[config.mk]
export PLATFORM = sky130hd
export DESIGN_NAME = mii_tx_framer
export DESIGN_NICKNAME = d
export VERILOG_FILES = /design/src/rtl/eth_pkg.sv /design/src/rtl/crc32_nib_gen.sv /design/src/rtl/mii_tx_framer.sv
export SDC_FILE = /design/constraint.sdc
export NUM_CORES = 1
export LEC_CHECK = 0
export CORE_ASPECT_RATIO = 2
export CORE_MARGIN = 2
export CORE_UTILIZATION = 45
export DETAILED_ROUTE_END_ITERATION = 6
export HOLD_SLACK_MARGIN = 0.03
export PLACE_DENSITY_LB_ADDON = 0.2
export SYNTH_ARGS = -nofsm -noshare
export SYNTH_HDL_FRONTEND = slang
export SYNTH_HIERARCHICAL = 1
export SYNTH_SLANG_ARGS = --single-unit
[constraint.sdc]
create_clock -name clk -period 3.9 [get_ports clk]
set_clock_uncertainty 0.2 [all_clocks]
set_input_delay 0.78 -clock clk [delete_from_list [all_inputs] [get_ports clk]]
set_output_delay 0.78 -clock clk [all_outputs]
set_load 0.01 [all_outputs]
[src/rtl/eth_pkg.sv]
// Shared Ethernet TX definitions: framer state encoding, MII nibble constants
// and the reflected CRC-32 nibble step.
package eth_pkg;

    typedef enum logic [2:0] {
        S_IDLE,
        S_PREAMBLE,
        S_SFD,
        S_DATA,
        S_PAD,
        S_FCS,
        S_ABORT,
        S_IFG
    } state_t;

    localparam logic [3:0]  PREAMBLE_NIB = 4'h5;
    localparam logic [3:0]  SFD_NIB      = 4'hD;
    localparam logic [31:0] CRC_POLY     = 32'hEDB88320;
    localparam logic [31:0] CRC_INIT     = 32'hFFFFFFFF;

    // Four LSB-first bit steps of the reflected CRC-32.
    function automatic logic [31:0] crc32_nib(input logic [31:0] crc, input logic [3:0] nib);
        logic [31:0] c;
        c = crc ^ {28'd0, nib};
        for (int i = 0; i < 4; i++) begin
            c = c[0] ? ((c >> 1) ^ CRC_POLY) : (c >> 1);
        end
        return c;
    endfunction

endpackage

[src/rtl/crc32_nib_gen.sv]
// CRC-32 register advanced one MII nibble per enabled cycle; init wins over en.
module crc32_nib_gen
    import eth_pkg::*;
(
    input  logic        clk,
    input  logic        reset,
    input  logic        init,
    input  logic        en,
    input  logic [3:0]  nib,
    output logic [31:0] crc
);

    always_ff @(posedge clk or posedge reset) begin
        if (reset) begin
            crc <= CRC_INIT;
        end else if (init) begin
            crc <= CRC_INIT;
        end else if (en) begin
            crc <= crc32_nib(crc, nib);
        end
    end

endmodule

[src/rtl/mii_tx_framer.sv]
// Byte stream to MII nibble framer: preamble/SFD, body, zero pad, FCS, IFG.
// All MII outputs are registered together with the state they belong to.
module mii_tx_framer
    import eth_pkg::*;
#(
    parameter int PREAMBLE_BYTES  = 7,
    parameter int MIN_FRAME_BYTES = 60,
    parameter int IFG_BYTES       = 12
) (
    input  logic        clk,
    input  logic        reset,
    input  logic [7:0]  s_data,
    input  logic        s_valid,
    input  logic        s_last,
    output logic        s_ready,
    output logic        txen,
    output logic        txer,
    output logic [3:0]  dataout,
    output logic        busy,
    output logic        underrun,
    output logic [15:0] frame_cnt,
    output logic [2:0]  state_dbg
);

    // Handshake: a byte transfers on a rising edge where s_valid && s_ready are
    // both high; s_ready is a registered one-cycle offer, and an offer met with
    // s_valid low aborts the frame.
    localparam logic [7:0]  PRE_LAST = 8'(2 * PREAMBLE_BYTES - 1);
    localparam logic [7:0]  IFG_LAST = 8'(2 * IFG_BYTES - 1);
    localparam logic [15:0] MIN_BC   = 16'(MIN_FRAME_BYTES);

    state_t      state, state_n;
    logic        ph, ph_n;
    logic [7:0]  cnt, cnt_n;
    logic [15:0] bc, bc_n, bc_inc;
    logic [7:0]  byte_q, byte_n;
    logic        last_q, last_n;
    logic        txen_n, txer_n, rdy_n, und_n, fc_inc;
    logic [3:0]  dout_n;
    logic        crc_init, crc_en;
    logic [31:0] crc, fcs_word;

    crc32_nib_gen u_crc (
        .clk   (clk),
        .reset (reset),
        .init  (crc_init),
        .en    (crc_en),
        .nib   (dout_n),
        .crc   (crc)
    );

    assign fcs_word  = ~crc;
    assign bc_inc    = (bc == 16'hFFFF) ? bc : bc + 16'd1;
    // The CRC follows the nibble being registered, so it is complete when FCS starts.
    assign crc_en    = (state_n == S_DATA) || (state_n == S_PAD);
    assign busy      = (state != S_IDLE);
    assign state_dbg = state;

    always_comb begin
        state_n  = state;
        ph_n     = ph;
        cnt_n    = cnt;
        bc_n     = bc;
        byte_n   = byte_q;
        last_n   = last_q;
        txen_n   = 1'b0;
        txer_n   = 1'b0;
        dout_n   = 4'h0;
        rdy_n    = 1'b0;
        und_n    = 1'b0;
        fc_inc   = 1'b0;
        crc_init = 1'b0;
        case (state)
            S_IDLE: begin
                if (s_valid) begin
                    state_n = S_PREAMBLE;
                    cnt_n   = 8'd0;
                    txen_n  = 1'b1;
                    dout_n  = PREAMBLE_NIB;
                end
            end
            S_PREAMBLE: begin
                txen_n = 1'b1;
                dout_n = PREAMBLE_NIB;
                if (cnt == PRE_LAST) begin
                    state_n = S_SFD;
                    ph_n    = 1'b0;
                end else begin
                    cnt_n = cnt + 8'd1;
                end
            end
            S_SFD: begin
                txen_n = 1'b1;
                if (!ph) begin
                    ph_n     = 1'b1;
                    dout_n   = SFD_NIB;
                    rdy_n    = 1'b1;
                    bc_n     = 16'd0;
                    crc_init = 1'b1;
                end else if (s_valid) begin
                    state_n = S_DATA;
                    ph_n    = 1'b0;
                    byte_n  = s_data;
                    last_n  = s_last;
                    dout_n  = s_data[3:0];
                end else begin
                    state_n = S_ABORT;
                    txer_n  = 1'b1;
                    und_n   = 1'b1;
                end
            end
            S_DATA: begin
                txen_n = 1'b1;
                if (!ph) begin
                    ph_n   = 1'b1;
                    dout_n = byte_q[7:4];
                    rdy_n  = !last_q;
                end else begin
                    ph_n = 1'b0;
                    bc_n = bc_inc;
                    if (last_q) begin
                        if (bc_inc < MIN_BC) begin
                            state_n = S_PAD;
                        end else begin
                            state_n = S_FCS;
                            cnt_n   = 8'd0;
                            dout_n  = fcs_word[3:0];
                        end
                    end else if (s_valid) begin
                        byte_n = s_data;
                        last_n = s_last;
                        dout_n = s_data[3:0];
                    end else begin
                        state_n = S_ABORT;
                        txer_n  = 1'b1;
                        und_n   = 1'b1;
                    end
                end
            end
            S_PAD: begin
                txen_n = 1'b1;
                if (!ph) begin
                    ph_n = 1'b1;
                end else begin
                    ph_n = 1'b0;
                    bc_n = bc_inc;
                    if (bc_inc >= MIN_BC) begin
                        state_n = S_FCS;
                        cnt_n   = 8'd0;
                        dout_n  = fcs_word[3:0];
                    end
                end
            end
            S_FCS: begin
                if (cnt == 8'd7) begin
                    state_n = S_IFG;
                    cnt_n   = 8'd0;
                end else begin
                    txen_n = 1'b1;
                    cnt_n  = cnt + 8'd1;
                    dout_n = fcs_word[{cnt_n[2:0], 2'b00} +: 4];
                    fc_inc = (cnt == 8'd6);
                end
            end
            S_ABORT: begin
                state_n = S_IFG;
                cnt_n   = 8'd0;
            end
            S_IFG: begin
                if (cnt == IFG_LAST) begin
                    state_n = S_IDLE;
                end else begin
                    cnt_n = cnt + 8'd1;
                end
            end
            default: state_n = S_IDLE;
        endcase
    end

    always_ff @(posedge clk or posedge reset) begin
        if (reset) begin
            state     <= S_IDLE;
            ph        <= 1'b0;
            cnt       <= 8'd0;
            bc        <= 16'd0;
            byte_q    <= 8'd0;
            last_q    <= 1'b0;
            txen      <= 1'b0;
            txer      <= 1'b0;
            dataout   <= 4'h0;
            s_ready   <= 1'b0;
            underrun  <= 1'b0;
            frame_cnt <= 16'd0;
        end else begin
            state    <= state_n;
            ph       <= ph_n;
            cnt      <= cnt_n;
            bc       <= bc_n;
            byte_q   <= byte_n;
            last_q   <= last_n;
            txen     <= txen_n;
            txer     <= txer_n;
            dataout  <= dout_n;
            s_ready  <= rdy_n;
            underrun <= und_n;
            if (fc_inc) begin
                frame_cnt <= frame_cnt + 16'd1;
            end
        end
    end

endmodule

* Word-level counts from Yosys, hierarchy flattened
Cells that the tools add are included.
Storage, ports and cells: bits in registers 92, bits of input ports 12, output and inout port bits 28, word-level logic and storage cells 139
Cells by class: $add $sub $neg 3, $lt $le $gt $ge 2, eq/ne operators 28, shifts and indexed selects 1, muxes and demuxes 71, bitwise logic cells 6, reductions and logical operators 16
Operator list (number):
- 32-bit 2-to-1 mux | 6
- 8-bit 2-to-1 mux | 13
- 13-bit inverter with 14-bit output | 4
- 8-bit case mux with 7 select lines | 1
- 16-bit 2-to-1 mux | 3
- 3-bit 2-to-1 mux | 12
- 16-bit by 1-bit adder with 16-bit output (second input constant) | 2
- 4-bit 2-to-1 mux | 8
- 32-bit inverter | 1
- 16-bit case mux with 2 select lines | 1
- 32-bit by 6-bit variable part select with 4-bit output | 1
- 32-bit by 4-bit bitwise XOR with 32-bit output | 1
- 2-bit != test (second input constant) | 13
- 3-bit case mux with 8 select lines | 1
- 4-bit case mux with 6 select lines | 1
- 1-bit 2-to-1 mux | 19
- 16-bit == test (second input constant) | 1
- 8-bit by 3-bit == test with 1-bit output (second input constant) | 2
- 16-bit by 6-bit greater-or-equal comparator with 1-bit output (second input constant) | 1
- 16-bit by 6-bit less-than comparator with 1-bit output (second input constant) | 1
- 8-bit case mux with 2 select lines | 1
- 3-bit == test (second input constant) | 5
- 3-bit by 2-bit == test with 1-bit output (second input constant) | 3
- 9-bit AND reduction | 1
- 18 further kinds | 25

* Logic depth before layout (Yosys ltp)
word-level depth 18, gate-level depth with buffers 15, depth with buffers taken out 12

* Hierarchy
The synthesis kept the hierarchy.
By module, submodules not included:
- mii_tx_framer | times used 1, cells each 401, area an instance 3639.7 um^2, seq. area each 1401.3 um^2
- crc32_nib_gen | times used 1, cells each 155, area an instance 1750.4 um^2, seq. area each 840.8 um^2

* Worst setup path after synthesis
Ideal clock, no wire load.
kind flip-flop to flip-flop, from reg bc[0], to reg u_crc.crc[20], library setup time 79 ps, data arrival time 3436 ps, data required time 3621 ps, setup slack 186 ps, cell stages (with the launch flop) 14, path buffers 1, period minus slack after synthesis 3714 ps, path through dfrtp_1 > ha_1 > buf_2 > nand4_1 > a2111oi_4 > a31oi_1 > nor4_4 > and3_1 > a211oi_1 > a211o_1 > xnor2_4 > xnor3_2 > xnor2_1 > o21ai_0
On the way: elaborated cells between the ends (all ways) 30, classes of those cells add/sub: 1; order compare: 2; eq/ne: 3; mux: 19; bitwise: 3; reduce/logical: 2
RTL lines:
- start, declared | line mii_tx_framer.sv:35 | logic [15:0] bc, bc_n, bc_inc;
- start signal, assigned | line mii_tx_framer.sv:198 | bc <= bc_n;
- 16-bit by 1-bit adder with 16-bit output or 16-bit == test (tied branches) | line mii_tx_framer.sv:53 | assign bc_inc = (bc == 16'hFFFF) ? bc : bc + 16'd1;
- 16-bit 2-to-1 mux (*) | line mii_tx_framer.sv:53
- 16-bit by 6-bit less-than comparator with 1-bit output | line mii_tx_framer.sv:122 | if (bc_inc < MIN_BC) begin
- 4-bit 2-to-1 mux | line mii_tx_framer.sv:122
- 4-bit 2-to-1 mux | line mii_tx_framer.sv:121 | if (last_q) begin
- 4-bit 2-to-1 mux | line mii_tx_framer.sv:114 | if (!ph) begin
- 4-bit case mux with 6 select lines (*) | line mii_tx_framer.sv:73 | case (state)
- via dout_n[2] | line mii_tx_framer.sv:39 | logic [3:0] dout_n;
- 32-bit by 4-bit bitwise XOR with 32-bit output (*) | line eth_pkg.sv:24 | c = crc ^ {28'd0, nib};
- 32-bit 2-to-1 mux (*) (3 in series) | line eth_pkg.sv:26 | c = c[0] ? ((c >> 1) ^ CRC_POLY) : (c >> 1);
- 13-bit inverter with 14-bit output (no source line)
- 32-bit 2-to-1 mux (*) | line eth_pkg.sv:26
- 32-bit 2-to-1 mux (*) | line crc32_nib_gen.sv:18 | end else if (en) begin
- 32-bit 2-to-1 mux (*) | line crc32_nib_gen.sv:16 | end else if (init) begin
- end signal, assigned | line crc32_nib_gen.sv:19 | crc <= crc32_nib(crc, nib);
- end, declared | line crc32_nib_gen.sv:10 | output logic [31:0] crc
Mark *: on every way through the listed nets, which the timed path passes. The rest lies on a longest branch. The select of a mux whose other input is x is not followed. A chain may end at the register's enable or synchronous reset.

* Final worst setup path
from reg bc[9], to reg u_crc.crc[27]
On the way: elaborated cells between the ends (all ways) 30, classes of those cells add/sub: 1; order compare: 2; eq/ne: 3; mux: 19; bitwise: 3; reduce/logical: 2
RTL lines (line):
- 16-bit by 1-bit adder with 16-bit output or 16-bit == test (tied branches) | mii_tx_framer.sv:53
- 16-bit 2-to-1 mux (*) | mii_tx_framer.sv:53
- 16-bit by 6-bit less-than comparator with 1-bit output | mii_tx_framer.sv:122
- 4-bit 2-to-1 mux | mii_tx_framer.sv:122
- 4-bit 2-to-1 mux | mii_tx_framer.sv:121
- 4-bit 2-to-1 mux | mii_tx_framer.sv:114
- 4-bit case mux with 6 select lines (*) | mii_tx_framer.sv:73
- via dout_n[3] | mii_tx_framer.sv:39
- 32-bit by 4-bit bitwise XOR with 32-bit output (*) | eth_pkg.sv:24
- 32-bit 2-to-1 mux (*) (4 in series) | eth_pkg.sv:26
- 32-bit 2-to-1 mux (*) | crc32_nib_gen.sv:18
- 32-bit 2-to-1 mux (*) | crc32_nib_gen.sv:16
Marks and branches as above.

==> results.yml <==
run_status:
  status: "complete, no violations"
cts:
  insertion_delay_ps: 350
  hold_buffers: 0
  clock_path_buffers: 2
  clkSinkCount: 88
  cts_tree: "built"
  cts_buffers: 9
  ctsHtreeMaxLevel: 3
  cts-root-buf: "clkbuf_16"
  clkSlewWorstSetupHoldPaths_ps: 60
setup_path:
  reg2regPathDepth: 11
  crit_required_ps: 3980
  r2r-start: "bc[9]$_DFFE_PP0P_"
  endpoint_kind: "flop"
  critical_path.top_delay_family: "compound AO/OA/AOI/OAI gates"
  critical_path_depth: 11
  crit_slowest_cell: "xnor3_2"
  worstSetupStartpointType: "flop"
  setup.worst_path.start: "bc[9]$_DFFE_PP0P_"
  slowest_delay_ps: 530
  crit_buf_inv: 0
  path_cells: "and4_4 -> a2111oi_4 -> a221oi_2 -> nor4_4 -> and3_2 -> a211oi_1 -> a211o_1 -> xnor2_4 -> xnor3_2 -> xnor2_1 -> o21ai_1"
  critical_path_class: "flop to flop"
  arrival_ps: 3780
  worst-path-max-fanout: 8
finish:
  syn2layout_area_growth_pct: 19.7
  final_nets: 620
  nFillCells: 1035
  fin_area_um2: 6450
  num_antenna_cells: 0
  final_util_pct: 55.1
  drive_gt1_share_pct: 21.7
  fin_cells: 753
global_route:
  grt_pass1_wl_um: 22400
  grt_pass1_vias: 4572
  grt_max_degree: 38
  antenna_found_initial: 0
  track_usage_pct: 22.5
  grt-ovfl-total: 0
route:
  via_per_inst: 5.82
  vias: 4385
  antenna_left: 0
  drtPass1Iterations: 5
  first_iter_violations: 484
  drc: 0
  totalWireLength_um: 13800
  wl_per_cell_um: 18.4
synth:
  synthArstFlopShare_pct: 100
  synth_seq_cells: 88
  synth_warnings: 6
  synthCells: 556
  synth_edf_count: 0
  synthesis.nets: 573
  synthesis.area_um2: 5390
  synth_cell_type_count: 63
  synth_flop_cell: "dfrtp_1"
  synth-seq-area-share_pct: 41.6
  syn_area_per_cell_um2: 9.69
floorplan:
  die_x_um: 81.4
  start_util_pct: 46.1
  die-area_um2: 12900
  ios: 40
  fp.dieH_um: 159
  core_um2: 11700
  rows: 56
timing:
  hold_violations: 0
  tightest_slew_ps: 797
  fin_crit_sh_pct: 95.0
  fmax_mhz: 270
  setup_viol: 0
  slew_headroom_pct: 46.3
  fin_crit_ps: 3710
  drv_slew: 0
flow_run:
  maxCapViolCount: 0
power:
  p_leak_nw: 2.73
  pwr_density_cell_nw_per_um2: 1100
  finalPower_w: 0.00709
  peakVddDrop_mv: 0.742
place:
  post_dp_cell_area_um2: 6000
  dpl.cell_count: 727
  io_buffers: 39
  hpwl_um: 10200
  gp_congestion: 0.922
worst_hold_path:
  worstHoldPathType: "flop to flop"
  hold_depth: 1
  hp-start: "frame_cnt[15]$_DFFE_PP0P_"
## metrics by stage
step,TNS [ps],hold WS [ps],setup slack [ps]
2_1_floorplan,0,290,186
3_3_place_gp,0,266,167
3_5_place_dp,0,274,126
4_1_cts,0,287,66.6
5_1_grt,-18.1,314,-9.27
6_report,0,280,194
## kinds of logic (layout without fill, tap and decap cells)
group	count (synthesis)	after routing	share of synthesized area (%)
flops	88	88	41.6
simple gates	186	186	18.4
buf+inv	54	106	4.09
compound gates	146	146	16.9
xor+xnor	54	54	11.4
mux	23	23	6.48
fa+ha+maj	5	5	1.16
## layout by cell type, fill, tap and decap left out, types with 5 or more instances in the layout
cell type / n
dfrtp_1: 56
a21oi_1: 50
nor2_1: 41
clkdlybuf4s50_1: 39
nand2_1: 36
o21ai_0: 33
buf_4: 33
dfstp_2: 32
xnor2_1: 26
nand3_1: 21
xor2_1: 18
inv_1: 15
or2_2: 13
and4_1: 10
nand4_1: 10
nor3_1: 10
and3_1: 9
a31oi_1: 9
clkbuf_16: 9
a211oi_1: 8
nor2b_1: 8
mux4_2: 8
a211o_1: 8
and2_1: 7
mux2_2: 7
mux2i_1: 6
o21a_1: 5
ha_1: 5
## Yosys cell counts, types with 9 or more instances
| master | n | area share [%] |
|---|---|---|
| inv_1 | 16 | 1.1 |
| clkbuf_1 | 25 | 1.7 |
| a31oi_1 | 9 | 1.0 |
| and4_1 | 10 | 1.6 |
| a211oi_1 | 9 | 1.3 |
| nand3_1 | 21 | 1.9 |
| nor2_1 | 41 | 2.9 |
| or2_2 | 13 | 1.5 |
| o21ai_0 | 33 | 3.1 |
| nand2_1 | 36 | 2.5 |
| dfrtp_1 | 56 | 26 |
| nor3_1 | 11 | 1.0 |
| dfstp_2 | 32 | 16 |
| a21oi_1 | 50 | 4.6 |
| and3_1 | 10 | 1.2 |
| xor2_1 | 18 | 2.9 |
| nand4_1 | 10 | 1.2 |
| xnor2_1 | 26 | 4.2 |
## flip-flops by register name, summed over array words and instances (netlist names)
signal / cells
txen: 1
frame_cnt: 16
byte_q: 4
ph: 1
cnt: 8
last_q: 1
s_ready: 1
bc: 16
dataout: 4
state_dbg: 3
underrun: 1
u_crc/crc: 32
## area by class of cell
class / count / area, µm² / area share (%)
clock buffers: 9 / 225 / 3.49
inverters: 17 / 63.8 / 0.989
multi-input cells: 414 / 2960 / 45.9
well taps: 145 / 181 / 2.81
clock inverters: 7 / 119 / 1.84
flip-flops and latches: 88 / 2240 / 34.7
repair buffers: 73 / 658 / 10.2
## worst paths after layout
kind	endpoint	slack, ps
setup / recovery	u_crc/crc[27]$_DFFE_PP1P_	190
hold / removal	frame_cnt[15]$_DFFE_PP0P_	280
setup reg to reg	u_crc/crc[27]$_DFFE_PP1P_	190
hold reg to reg	frame_cnt[15]$_DFFE_PP0P_	280
max in group asynchronous	bc[3]$_DFFE_PP0P_	2250
min in group asynchronous	bc[10]$_DFFE_PP0P_	600
## power by group
group,leakage [nW],internal (W),total [W],switching (W)
logic,1.48,0.00230,0.00435,0.00204
clock network,0.167,0.000628,0.00101,0.000382
registers,1.08,0.00137,0.00173,0.000365
total,2.73,0.00430,0.00709,0.00279
## metal layers
layer  routed length, µm  share of wire (%)  GRT usage [%]  up-vias
met4                 555                4.0           12.2        0
met5                   0                  0              0        -
met2                7790                 56           41.2      106
met1                4990                 36           23.0     2153
li1                    -                  -              -     2087
met3                 495                3.6           3.86       39
## timing repair
action / in CTS / in global routing
endpoints found under the setup margin: 0 / 20
buffers inserted: 0 / 10
gates resized for setup: 0 / 4
(Power assumes the default switching activity.)
